==> config.mk <==
export PLATFORM = sky130hd
export DESIGN_NAME = qsfp_i2c_arb
export DESIGN_NICKNAME = d
export VERILOG_FILES = /design/src/rtl/qsfp_i2c_arb.sv
export SDC_FILE = /design/constraint.sdc
export NUM_CORES = 1
export LEC_CHECK = 0
export CORE_MARGIN = 2
export CORE_UTILIZATION = 50
export DETAILED_ROUTE_END_ITERATION = 12
export PLACE_DENSITY = 0.93
export SYNTH_ARGS = -nofsm -noshare
export SYNTH_HDL_FRONTEND = slang
export SYNTH_SLANG_ARGS = --single-unit
==> constraint.sdc <==
create_clock -name clk -period 5.5 [get_ports clk]
set_input_delay 0.825 -clock clk [delete_from_list [all_inputs] [get_ports clk]]
set_output_delay 0.825 -clock clk [all_outputs]
set_load 0.03 [all_outputs]
==> src/rtl/qsfp_i2c_arb.sv <==
// qsfp_i2c_arb: round-robin arbiter handing whole START..STOP TFR transactions from
// the poller (req0) or the host CSR path (req1) to one I2C master. Optional owner timeout: QSFP_I2C_ARB_TIMEOUT_EN.
module qsfp_i2c_arb #(
    parameter int unsigned TMO_CYCLES = 4096
) (
    input  logic        clk,
    input  logic        reset,
    input  logic [15:0] gap_cycles,
    input  logic [9:0]  req0_data,
    input  logic        req0_valid,
    output logic        req0_ready,
    input  logic [9:0]  req1_data,
    input  logic        req1_valid,
    output logic        req1_ready,
    output logic [9:0]  m_data,
    output logic        m_valid,
    input  logic        m_ready,
    output logic [1:0]  owner,
    output logic        busy,
    output logic        tmo_err
);

    if (TMO_CYCLES < 2 || TMO_CYCLES > 65535) begin : g_bad_tmo
        $error("qsfp_i2c_arb: TMO_CYCLES out of range 2..65535");
    end

    typedef enum logic [2:0] {
        ST_IDLE   = 3'd0,
        ST_GRANT0 = 3'd1,
        ST_GRANT1 = 3'd2,
        ST_GAP    = 3'd3
`ifdef QSFP_I2C_ARB_TIMEOUT_EN
        , ST_ABORT = 3'd4
`endif
    } state_t;

    state_t      state_q;
    state_t      end_state_s;
    logic        last_q;        // 1: req1 was served last
    logic [15:0] gap_cnt_q;
    logic [15:0] gap_load_s;
    logic        beat_s;
    logic        stop_s;

    // Output steering: the granted source is wired straight through to the master
    always_comb begin
        m_data     = 10'd0;
        m_valid    = 1'b0;
        req0_ready = 1'b0;
        req1_ready = 1'b0;
        owner      = 2'b00;
        case (state_q)
            ST_GRANT0: begin
                m_data     = req0_data;
                m_valid    = req0_valid;
                req0_ready = m_ready;
                owner      = 2'b01;
            end
            ST_GRANT1: begin
                m_data     = req1_data;
                m_valid    = req1_valid;
                req1_ready = m_ready;
                owner      = 2'b10;
            end
`ifdef QSFP_I2C_ARB_TIMEOUT_EN
            // Forced STOP so the bus is not left mid-transaction; last_q already names the aborted owner
            ST_ABORT: begin
                m_data  = 10'h100;
                m_valid = 1'b1;
                owner   = last_q ? 2'b10 : 2'b01;
            end
`endif
            default: begin
                m_data  = 10'd0;
                m_valid = 1'b0;
            end
        endcase
    end

    assign busy        = (state_q != ST_IDLE);
    assign beat_s      = m_valid & m_ready;
    assign stop_s      = m_data[8];
    assign end_state_s = (gap_cycles == 16'd0) ? ST_IDLE : ST_GAP;
    assign gap_load_s  = gap_cycles - 16'd1;

`ifdef QSFP_I2C_ARB_TIMEOUT_EN
    localparam logic [15:0] TMO_LAST = 16'(TMO_CYCLES - 2);
    logic [15:0] tmo_cnt_q;
    logic        tmo_err_q;
    assign tmo_err = tmo_err_q;
`else
    assign tmo_err = 1'b0;
`endif

    // Arbitration FSM with gap and owner-timeout counters
    always_ff @(posedge clk or posedge reset) begin
        if (reset) begin
            state_q   <= ST_IDLE;
            last_q    <= 1'b1;
            gap_cnt_q <= 16'd0;
`ifdef QSFP_I2C_ARB_TIMEOUT_EN
            tmo_cnt_q <= 16'd0;
            tmo_err_q <= 1'b0;
`endif
        end else begin
`ifdef QSFP_I2C_ARB_TIMEOUT_EN
            tmo_err_q <= 1'b0;
`endif
            case (state_q)
                ST_IDLE: begin
`ifdef QSFP_I2C_ARB_TIMEOUT_EN
                    tmo_cnt_q <= 16'd0;
`endif
                    if (req0_valid && (!req1_valid || last_q)) begin
                        state_q <= ST_GRANT0;
                    end else if (req1_valid) begin
                        state_q <= ST_GRANT1;
                    end else begin
                        state_q <= ST_IDLE;
                    end
                end
                ST_GRANT0, ST_GRANT1: begin
                    if (beat_s) begin
`ifdef QSFP_I2C_ARB_TIMEOUT_EN
                        tmo_cnt_q <= 16'd0;
`endif
                        if (stop_s) begin
                            state_q   <= end_state_s;
                            gap_cnt_q <= gap_load_s;
                            last_q    <= (state_q == ST_GRANT1);
                        end
                    end
`ifdef QSFP_I2C_ARB_TIMEOUT_EN
                    // Counter reaches TMO_CYCLES-1 on the same edge ABORT is entered
                    else if (tmo_cnt_q == TMO_LAST) begin
                        tmo_cnt_q <= tmo_cnt_q + 16'd1;
                        state_q   <= ST_ABORT;
                        tmo_err_q <= 1'b1;
                        last_q    <= (state_q == ST_GRANT1);
                    end else begin
                        tmo_cnt_q <= tmo_cnt_q + 16'd1;
                    end
`endif
                end
                ST_GAP: begin
                    if (gap_cnt_q == 16'd0) begin
                        state_q <= ST_IDLE;
                    end else begin
                        gap_cnt_q <= gap_cnt_q - 16'd1;
                    end
                end
`ifdef QSFP_I2C_ARB_TIMEOUT_EN
                ST_ABORT: begin
                    if (beat_s) begin
                        state_q   <= end_state_s;
                        gap_cnt_q <= gap_load_s;
                    end
                end
`endif
                default: begin
                    state_q <= ST_IDLE;
                end
            endcase
        end
    end

endmodule

==> results of run 1 <==
## where the power goes
group          internal (mW)  switching (mW)
Sequential             0.213          0.0744
Combinational          0.343           0.465
Clock                 0.0272          0.0496
## layout by cell type (no fill, tap or decap), types with 3 or more instances in the layout
cell type        instances
clkdlybuf4s50_1         56
nand2_1                 19
nor2_1                  18
dfrtp_1                 18
o21ai_0                 13
inv_1                   11
a22oi_1                 11
nor3_1                   9
a21oi_1                  8
mux2i_1                  7
ha_1                     7
nor4_1                   6
nand2b_1                 6
nand3_1                  5
xor2_1                   5
o211ai_1                 4
mux2_2                   4
a222oi_1                 4
or3_1                    3
and4_1                   3
nor3b_1                  3
or2_2                    3
clkbuf_4                 3
buf_4                    3
## through the flow
stage | instances | utilization [%]
3_3_place_gp | 317 | 69.9
2_1_floorplan | 226 | -
5_1_grt | 321 | 70.7
6_report | 321 | 70.7
3_5_place_dp | 317 | 69.9
4_1_cts | 321 | 70.7
## synth_stat cells, types with 5 or more instances
library cell / count / area (um2)
nand3_1: 5 / 25.0
nand2b_1: 6 / 37.5
nor3_1: 9 / 45.0
nand2_1: 19 / 71.3
a22oi_1: 11 / 82.6
clkbuf_1: 12 / 45.0
inv_1: 11 / 41.3
nor2_1: 18 / 67.6
nor4_1: 6 / 37.5
ha_1: 7 / 87.6
xor2_1: 5 / 43.8
mux2i_1: 7 / 70.1
a21oi_1: 8 / 40.0
dfrtp_1: 18 / 450
o21ai_0: 13 / 65.1
## per-layer routing
metal | share of wire, % | vias to the layer above | wire, um | GRT usage, %
met2 | 50 | 81 | 2540 | 44.3
met5 | 0 | - | 0 | 0
met1 | 43 | 916 | 2190 | 32.8
met4 | 0.51 | 0 | 26 | 5.85
met3 | 6.2 | 4 | 312 | 4.75
li1 | - | 941 | - | -
## flip-flops by register name (all words and copies together), names as in the netlist
name and count:
gap_cnt_q 16, state_q 2, last_q 1
## cell type report
cell class | instances | area, um2
tap | 46 | 57.6
clock buffer | 3 | 22.5
inverter | 11 | 41.3
timing repair buffer | 59 | 583
fill | 275 | 1000
sequential | 19 | 477
multi-input combinational | 182 | 1230
clock inverter | 1 | 5.00
## cells by family after synthesis
kind of cell | Yosys count | share of synthesized area, %
and+or+nand+nor | 92 | 28.1
AOI/OAI and AO/OA | 64 | 25.0
buffers and inverters | 25 | 5.81
DFF | 19 | 26.3
muxes | 11 | 6.36
adders and majority gates | 7 | 4.84
xor gates and xnor gates | 7 | 3.39
other | 1 | 0.207
## worst max-delay path, cell delays in order (launching register included)
cell and delay, ps:
dfrtp_1 450, ha_1 880, or3b_1 470, a222oi_1 860, and4_1 340, a21oi_1 100
nor4b_2 280
## worst max path at each step
stage / startpoint / to / cells after the start
after global routing: state_q[0] / gap_cnt_q[10] / 7
after floorplan: state_q[0] / gap_cnt_q[4] / 12
after global placement: state_q[0] / gap_cnt_q[10] / 7
final: state_q[1] / gap_cnt_q[15] / 6
after CTS: state_q[0] / gap_cnt_q[15] / 6
after detailed placement: gap_cycles[6] / gap_cnt_q[15] / 6
==> implementation parameters, run 1 <==
Parameter                              Value

Final layout
  Layout cells sized above 1    6.55%
  Antenna diodes    0
  Design area    0.00241 mm2
  # nets final    324
  Area overhead of the layout relative to synthesis    33.4%

Setup path
  FF-to-FF setup slack    2010 ps
  Worst Reg2Reg Path Length in Cells    6
  Highest fanout seen on the critical path    30
  Endpoint arrival time on the critical path    3710 ps
  Reg2Reg Launch Point    state_q[1]
  R2R Path End    gap_cnt_q[15]
  Critical path class    reg2reg
  Required time worst endpoint    5720 ps
  CP endpoint kind    register
  Startpoint class of the critical path    register

Drt
  DRC violation count after routing    0
  Vias/cell    6.05
  Wire length after detailed routing    5070 um
  Initial detailed-routing violation count    229
  WL/cell    15.8 um
  Antenna viol nets, final    0
  Count of TritonRoute iterations in the first routing pass    6
  Detailed-route via count    1,942

GRT
  Vias in the first global route    1,935
  Maximum number of pins on one net before global-route repair    31
  GR Util All Layers    25.5%
  Global-route wire length before repair    8550 um
  Initial antenna violation count    0
  GR Overflow Total    0

Logic synthesis
  Number of enable-type register cells in the synthesized netlist    0
  Proportion of synthesized chip area in sequential cells    26.3%
  Cells after synthesis    226
  Net Count, Synth    274
  Average footprint of a synthesized cell    8.01 um2
  Post-synth design cell area    0.00181 mm2
  YS warnings    0
  Predominant post-synthesis flop cell    dfrtp_1
  Register bit total from synthesis    19
  Synth cell types    58
  Share of async-settable or async-resettable flops after synthesis    100%

Clock network
  Hold-fix buffers at CTS    0
  TritonCTS clock tree    done
  Clock root buffer    clkbuf_4
  CTS buffer count    3
  Post-CTS setup repair buffer count    0
  CTS resizes    0
  Clock insertion delay at the later pin of the skew report    320 ps
  Clock buffer depth    2
  Sink Count    19
  Max H-tree Level    1
  Clock Pin Slew Worst Setup and Hold Paths    130 ps

Worst hold path
  Endpoint of the worst hold-timing path    gap_cnt_q[13]
  Worst hold start    gap_cnt_q[13]
  Type of the most critical hold path    reg2reg
  Number of instances on the worst hold path    2

Die
  Horizontal die dimension    64.2 um
  Die extent in y    64.2 um
  Cell row count    21
  Effective utilization at floorplan    53.0%
  Die ar.    0.00412 mm2
  Core Region    0.00342 mm2
  Ports    58

Timing
  Normalized max-slew margin    30.3%
  Tmin final    3490 ps
  Hold slack final    531 ps
  Total Neg Setup Slack    0 ps
  Clock skew after layout    16.9 ps
  Setup WS post-layout    2010 ps
  Setup Viol. Count Final    0
  Number of pins exceeding their max-slew limit in the final report    0
  Final period utilization    63.5%
  Slew @ Worst Pin    1050 ps
  RSZ-0062 raised after global routing    false
  Maximum clock frequency    0.286 GHz
  Count of endpoints failing hold in the final timing report    0

Power
  PD cells    486 mW/mm2
  Largest voltage drop on the vdd net    0.288 mV
  Total power    1.17 mW
  Leakage component of the power    0.922 nW

Flow run
  Max-cap violations    0

Place
  DP Wirelength    3820 um
  Area post-placement    0.00239 mm2
  IO buf count    56
  Placer congestion estimate    0.875
  Placement Setup Slack    2120 ps

Run status
  Run status    finished, final reports clean
(Power assumes the default switching activity.)
==> inputs of run 2 (changes only) <==
--- a/config.mk
+++ b/config.mk
@@ -6,9 +6,9 @@
 export NUM_CORES = 1
 export LEC_CHECK = 0
 export CORE_MARGIN = 2
-export CORE_UTILIZATION = 50
+export CORE_UTILIZATION = 42
 export DETAILED_ROUTE_END_ITERATION = 12
-export PLACE_DENSITY = 0.93
+export PLACE_DENSITY = 0.84
 export SYNTH_ARGS = -nofsm -noshare
 export SYNTH_HDL_FRONTEND = slang
 export SYNTH_SLANG_ARGS = --single-unit
==> constraint.sdc (replaced) <==
create_clock -name clk -period 3.06 [get_ports clk]
set_input_delay 0.459 -clock clk [delete_from_list [all_inputs] [get_ports clk]]
set_output_delay 0.459 -clock clk [all_outputs]
set_load 0.03 [all_outputs]
==> implementation parameters, run 2 (synthesized netlist as in run 1, its figures left out) <==
Parameter                              Value

Die
  Horizontal die dimension    69.7 um (+8.5%)
  Core Region    0.00409 mm2 (+20%)
  Ports    58 (unchanged)
  Die ar.    0.00485 mm2 (+18%)
  Die extent in y    69.7 um (+8.5%)
  Effective utilization at floorplan    44.3% (-8.7 points)
  Cell row count    23 (+9.5%)

Clock network
  Clock Pin Slew Worst Setup and Hold Paths    70 ps (-60 ps)
  TritonCTS clock tree    done
  CTS buffer count    3 (unchanged)
  Clock root buffer    clkbuf_8
  Clock buffer depth    2 (unchanged)
  Hold-fix buffers at CTS    0 (unchanged)
  CTS resizes    0 (unchanged)
  Clock insertion delay at the later pin of the skew report    260 ps (-60 ps)
  Max H-tree Level    1 (unchanged)
  Post-CTS setup repair buffer count    0 (unchanged)
  Sink Count    19 (unchanged)

Setup path
  Required time worst endpoint    3200 ps (-2520 ps)
  Highest cell delay on the worst timing path    610 ps (-270 ps)
  Cell type of the slowest stage on the worst timing path    or4b_1
  CP top delay family    compound AO/OA/AOI/OAI gates
  Endpoint arrival time on the critical path    2920 ps (-790 ps)
  Startpoint class of the critical path    register
  Worst Path Buf+Inv    2 (+2)
  CP endpoint kind    register
  Critical path class    reg2reg
  Highest fanout seen on the critical path    15 (-50%)
  Chain of cells forming the critical path    inv_1 > ha_1 > a22oi_1 > or4b_1 > o2bb2ai_1 > buf_4 > a222oi_1

Drt
  Wire length after detailed routing    5090 um (+0.43%)
  Initial detailed-routing violation count    141 (-38%)
  Top Metal Used    met4
  DRC violation count after routing    0 (unchanged)
  Count of TritonRoute iterations in the first routing pass    6 (unchanged)
  Detailed-route via count    2,005 (+3.2%)
  Vias/cell    6.02 (-0.48%)
  Length of routed wiring on met1    2250 um (+2.7%)
  Met3 routed wirelength    377 um (+21%)
  WL/cell    15.3 um (-3.2%)
  Antenna viol nets, final    0 (unchanged)
  Detailed-routed wire length on met2    2420 um (-4.5%)

Final layout
  Max reg flops    16 (unchanged)
  Registers with the highest flip-flop counts    gap_cnt_q x16, state_q x2, last_q x1
  Design area    0.00250 mm2 (+3.4%)
  Layout cells sized above 1    8.83% (+2.3 points)
  Register containing the most flip-flops in the final layout    gap_cnt_q
  Commonest non-fill, non-tap cell in the layout    clkdlybuf4s50_1
  Commonest cells after routing, fill and taps aside    clkdlybuf4s50_1 (56), nand2_1 (19), nor2_1 (18), dfrtp_1 (18), o21ai_0 (13)
  Antenna diodes    0 (unchanged)
  # nets final    332 (+2.5%)
  Area overhead of the layout relative to synthesis    37.9%

Timing
  Number of pins exceeding their max-slew limit in the final report    0 (unchanged)
  Clock skew after layout    2.65 ps (-14.2 ps)
  Maximum clock frequency    0.359 GHz (+25%)
  RSZ-0062 raised after global routing    false
  Final period utilization    91.0% (+27 points)
  Normalized max-slew margin    47.6% (+17 points)
  Total Neg Setup Slack    0 ps (unchanged)
  Setup Viol. Count Final    0 (unchanged)
  Slew @ Worst Pin    785 ps (-261 ps)
  Count of endpoints failing hold in the final timing report    0 (unchanged)
  Tmin final    2780 ps (-709 ps)
  Hold slack final    527 ps (-3.88 ps)

GRT
  Initial antenna violation count    0 (unchanged)
  GR Overflow Total    0 (unchanged)
  Maximum number of pins on one net before global-route repair    24 (-23%)
  Vias in the first global route    1,876 (-3.0%)
  Global-route wire length before repair    8680 um (+1.5%)
  GR Util All Layers    21.2% (-4.3 points)

Flow run
  Max-cap violations    0 (unchanged)

Place
  Placer congestion estimate    0.893 (+2.0%)
  IO buf count    56 (unchanged)
  DP Wirelength    3790 um (-0.59%)
  Area post-placement    0.00245 mm2 (+2.7%)

Run status
  Run status    finished, final reports clean

Power
  Total power    2.20 mW (+88%)
  Largest voltage drop on the vdd net    0.517 mV (+80%)
  Leakage component of the power    0.968 nW (+5.0%)
  PD cells    882 mW/mm2 (+82%)

Worst hold path
  Type of the most critical hold path    reg2reg
[run 2: cell count changes in the layout (fill, tap and decap cells not counted)]
cell,previous run,this run
buf_4,3,11
clkbuf_4,3,0
clkinv_2,1,0
clkbuf_8,0,3
clkbuf_1,0,1
[run 2: report_power, final]
part | switching [mW] | internal, mW | total [mW]
Combinational | 0.843 | 0.656 | 1.50
Sequential | 0.139 | 0.385 | 0.524
Clock | 0.0862 | 0.0926 | 0.179
[run 2: tightest hold or removal path, stage by stage (launching register included)]
cell	delay [ps]
dfrtp_1	370
nand2_1	50
o21ai_1	70
[run 2: worst paths after layout]
path,endpoint,slack (ps),depth (start not counted),from
worst max-delay path,gap_cnt_q[5],280,7,state_q[0]
worst min-delay path,gap_cnt_q[11],530,2,gap_cnt_q[11]
worst max register to register,gap_cnt_q[5],280,7,state_q[0]
worst min register to register,gap_cnt_q[11],530,2,gap_cnt_q[11]
max in group asynchronous,gap_cnt_q[10],1920,2,reset
min in group asynchronous,gap_cnt_q[3],640,2,reset
[run 2: layout make-up]
class                      count  area (um2)
sequential                    19         477
fill                         377        1590
inverter                      11        41.3
clock buffer                   4        45.0
tap                           50        62.6
multi-input combinational    182        1230
timing repair buffer          67         643
[run 2: routing by layer]
layer / vias up / GRT usage, %
li1: 958 / -
met1: 943 / 28.9
met2: 98 / 35.3
met3: 6 / 3.34
met4: 0 / 5.34
met5: - / 0
[run 2: stage by stage]
step	util (%)	setup WS, ps	std cells
after global routing	61.1	69.0	333
after CTS	61.1	330	333
after global placement	60.0	417	329
after floorplan	-	44.2	226
final	61.1	275	333
after detailed placement	60.0	348	329
==> inputs of run 3 (changes only) <==
--- a/config.mk
+++ b/config.mk
@@ -5,7 +5,6 @@
 export SDC_FILE = /design/constraint.sdc
 export NUM_CORES = 1
 export LEC_CHECK = 0
-export CORE_MARGIN = 2
 export CORE_UTILIZATION = 42
 export DETAILED_ROUTE_END_ITERATION = 12
 export PLACE_DENSITY = 0.84
==> implementation parameters, run 3 (synthesized netlist as in run 1, its figures left out) <==
Parameter                              Value

Setup path
  CP top delay family    simple AND/OR/NAND/NOR gates
  Required time worst endpoint    3210 ps (about the same)
  CP endpoint kind    register
  Cell repeated most along the worst path    inv_1
  Worst Setup SP    state_q[0]
  Worst Path Buf+Inv    3 (+1)
  Critical path class    reg2reg
  Startpoint class of the critical path    register
  Endpoint arrival time on the critical path    2920 ps (about the same)
  Cell type of the slowest stage on the worst timing path    or4b_1
  Reg2Reg Launch Point    state_q[0]
  Chain of cells forming the critical path    inv_1 > ha_1 > inv_1 > or4b_1 > o2bb2ai_1 > buf_4 > a222oi_1
  Highest fanout seen on the critical path    21 (+6)
  Highest cell delay on the worst timing path    740 ps (+130 ps)

Clock network
  Max H-tree Level    1 (unchanged)
  TritonCTS clock tree    done
  Clock Pin Slew Worst Setup and Hold Paths    80 ps (about the same)
  Clock insertion delay at the later pin of the skew report    260 ps (about the same)
  CTS buffer count    3 (unchanged)
  Clock root buffer    clkbuf_8
  Sink Count    19 (unchanged)
  Post-CTS setup repair buffer count    0 (unchanged)
  Clock buffer depth    2 (unchanged)

Timing
  Count of endpoints failing hold in the final timing report    0 (unchanged)
  Total Neg Setup Slack    0 ps (unchanged)
  Setup Viol. Count Final    0 (unchanged)
  RSZ-0062 raised after global routing    false
  Number of pins exceeding their max-slew limit in the final report    0 (unchanged)
  Maximum clock frequency    0.361 GHz (+0.56%)
  Clock skew after layout    1.89 ps (-0.763 ps)
  Normalized max-slew margin    22.0% (-26 points)
  Slew @ Worst Pin    1160 ps (+372 ps)
  Tmin final    2770 ps (-15.4 ps)
  Final period utilization    90.5% (-0.50 points)

Place
  DP Wirelength    3780 um (-0.43%)
  IO buf count    56 (unchanged)
  Placer congestion estimate    0.817 (-8.4%)
  Placed Cells incl. Taps    327 (-0.61%)

GRT
  Global-route wire length before repair    8400 um (-3.2%)
  GR Overflow Total    0 (unchanged)
  Maximum number of pins on one net before global-route repair    22 (-8.3%)
  Vias in the first global route    1,857 (-1.0%)
  Initial antenna violation count    0 (unchanged)
  GR Util All Layers    24.0% (+2.8 points)

Drt
  Count of TritonRoute iterations in the first routing pass    4 (-2)
  Top Metal Used    met4
  Wire length after detailed routing    4950 um (-2.7%)
  Detailed-route via count    1,939 (-3.3%)
  WL/cell    15.0 um (-2.1%)
  Detailed-routed wire length on met2    2390 um (-1.5%)
  Vias/cell    5.86 (-2.7%)
  Antenna viol nets, final    0 (unchanged)
  DRC violation count after routing    0 (unchanged)
  Length of routed wiring on met1    2150 um (-4.4%)
  Initial detailed-routing violation count    141 (unchanged)
  Met3 routed wirelength    367 um (-2.7%)

Power
  Largest voltage drop on the vdd net    0.542 mV (+4.8%)
  Total power    2.19 mW (-0.40%)
  PD cells    882 mW/mm2 (+0.10%)
  Leakage component of the power    0.958 nW (-1.0%)

Final layout
  Commonest cells after routing, fill and taps aside    clkdlybuf4s50_1 (56), nand2_1 (19), nor2_1 (18), dfrtp_1 (18), o21ai_0 (13)
  Registers with the highest flip-flop counts    gap_cnt_q x16, state_q x2, last_q x1
  Commonest non-fill, non-tap cell in the layout    clkdlybuf4s50_1
  # nets final    330 (-0.60%)
  Post-route non-filler standard cell count    331 (-0.60%)
  Area overhead of the layout relative to synthesis    37.2%
  Register containing the most flip-flops in the final layout    gap_cnt_q
  Fill cell instance count of the final layout    354 (-6.1%)
  Max reg flops    16 (unchanged)
  Layout cells sized above 1    8.54% (-0.29 points)
  Antenna diodes    0 (unchanged)

Die
  Core Region    0.00406 mm2 (-0.70%)
  Effective utilization at floorplan    44.6% (+0.31 points)
  Ports    58 (unchanged)
  Horizontal die dimension    67.7 um (-2.9%)
  Die extent in y    67.7 um (-2.9%)
  Cell row count    23 (unchanged)
  Die ar.    0.00458 mm2 (-5.7%)

Flow run
  Max-cap violations    0 (unchanged)

Worst hold path
  Type of the most critical hold path    reg2reg
  Worst hold start    gap_cnt_q[13]

Run status
  Run status    finished, final reports clean
run 3: cell types whose count changed in the layout (fill, tap and decap cells not counted), sizes merged:
cell / previous run / this run
buf: 11 / 9
run 3: power breakdown:
| group | switching (mW) | internal, mW |
|---|---|---|
| Combinational | 0.834 | 0.651 |
| Sequential | 0.137 | 0.384 |
| Clock | 0.0928 | 0.0929 |
run 3: cell type report:
| type | count | area, um2 | share of cell area (%) |
|---|---|---|---|
| inverter | 11 | 41.3 | 1.66 |
| timing repair buffer | 65 | 628 | 25.3 |
| sequential | 19 | 477 | 19.2 |
| clock buffer | 4 | 45.0 | 1.81 |
| tap | 50 | 62.6 | 2.52 |
| multi-input combinational | 182 | 1230 | 49.5 |
run 3: final timing paths:
path / cells after the start / endpoint / slack (ps)
max: 7 / gap_cnt_q[5] / 290
min: 2 / gap_cnt_q[13] / 520
max reg2reg: 7 / gap_cnt_q[5] / 290
min reg2reg: 2 / gap_cnt_q[13] / 520
max in group asynchronous: 2 / gap_cnt_q[13] / 1940
min in group asynchronous: 2 / gap_cnt_q[2] / 630
run 3: per-layer routing:
layer / vias up / track usage [%]
met3: 7 / 4.39
met4: 0 / 6.65
met2: 81 / 41.6
met1: 898 / 30.0
li1: 953 / -
met5: - / 0
run 3: worst reg2reg max path, delay by kind of cell, from the launching register on:
family / cells / cell delay [ps]
AOI/OAI and AO/OA: 2 / 580
adders and majority gates: 1 / 380
buffers and inverters: 3 / 520
and+or+nand+nor: 1 / 740
DFF: 1 / 430
run 3: repair_timing:
item,in CTS,in global routing
endpoints found under the setup margin,0,5
hold buffers,0,0
resized for setup,0,1
run 3: stage by stage:
step,cell area (um2),worst slack (ps),hold slack [ps],util (%)
floorplan,1810,44.2,409,-
global placement,2440,298,488,60.1
detailed placement,2440,194,510,60.1
CTS,2480,189,525,61.2
global route,2480,76.0,562,61.2
finish,2480,291,522,61.2
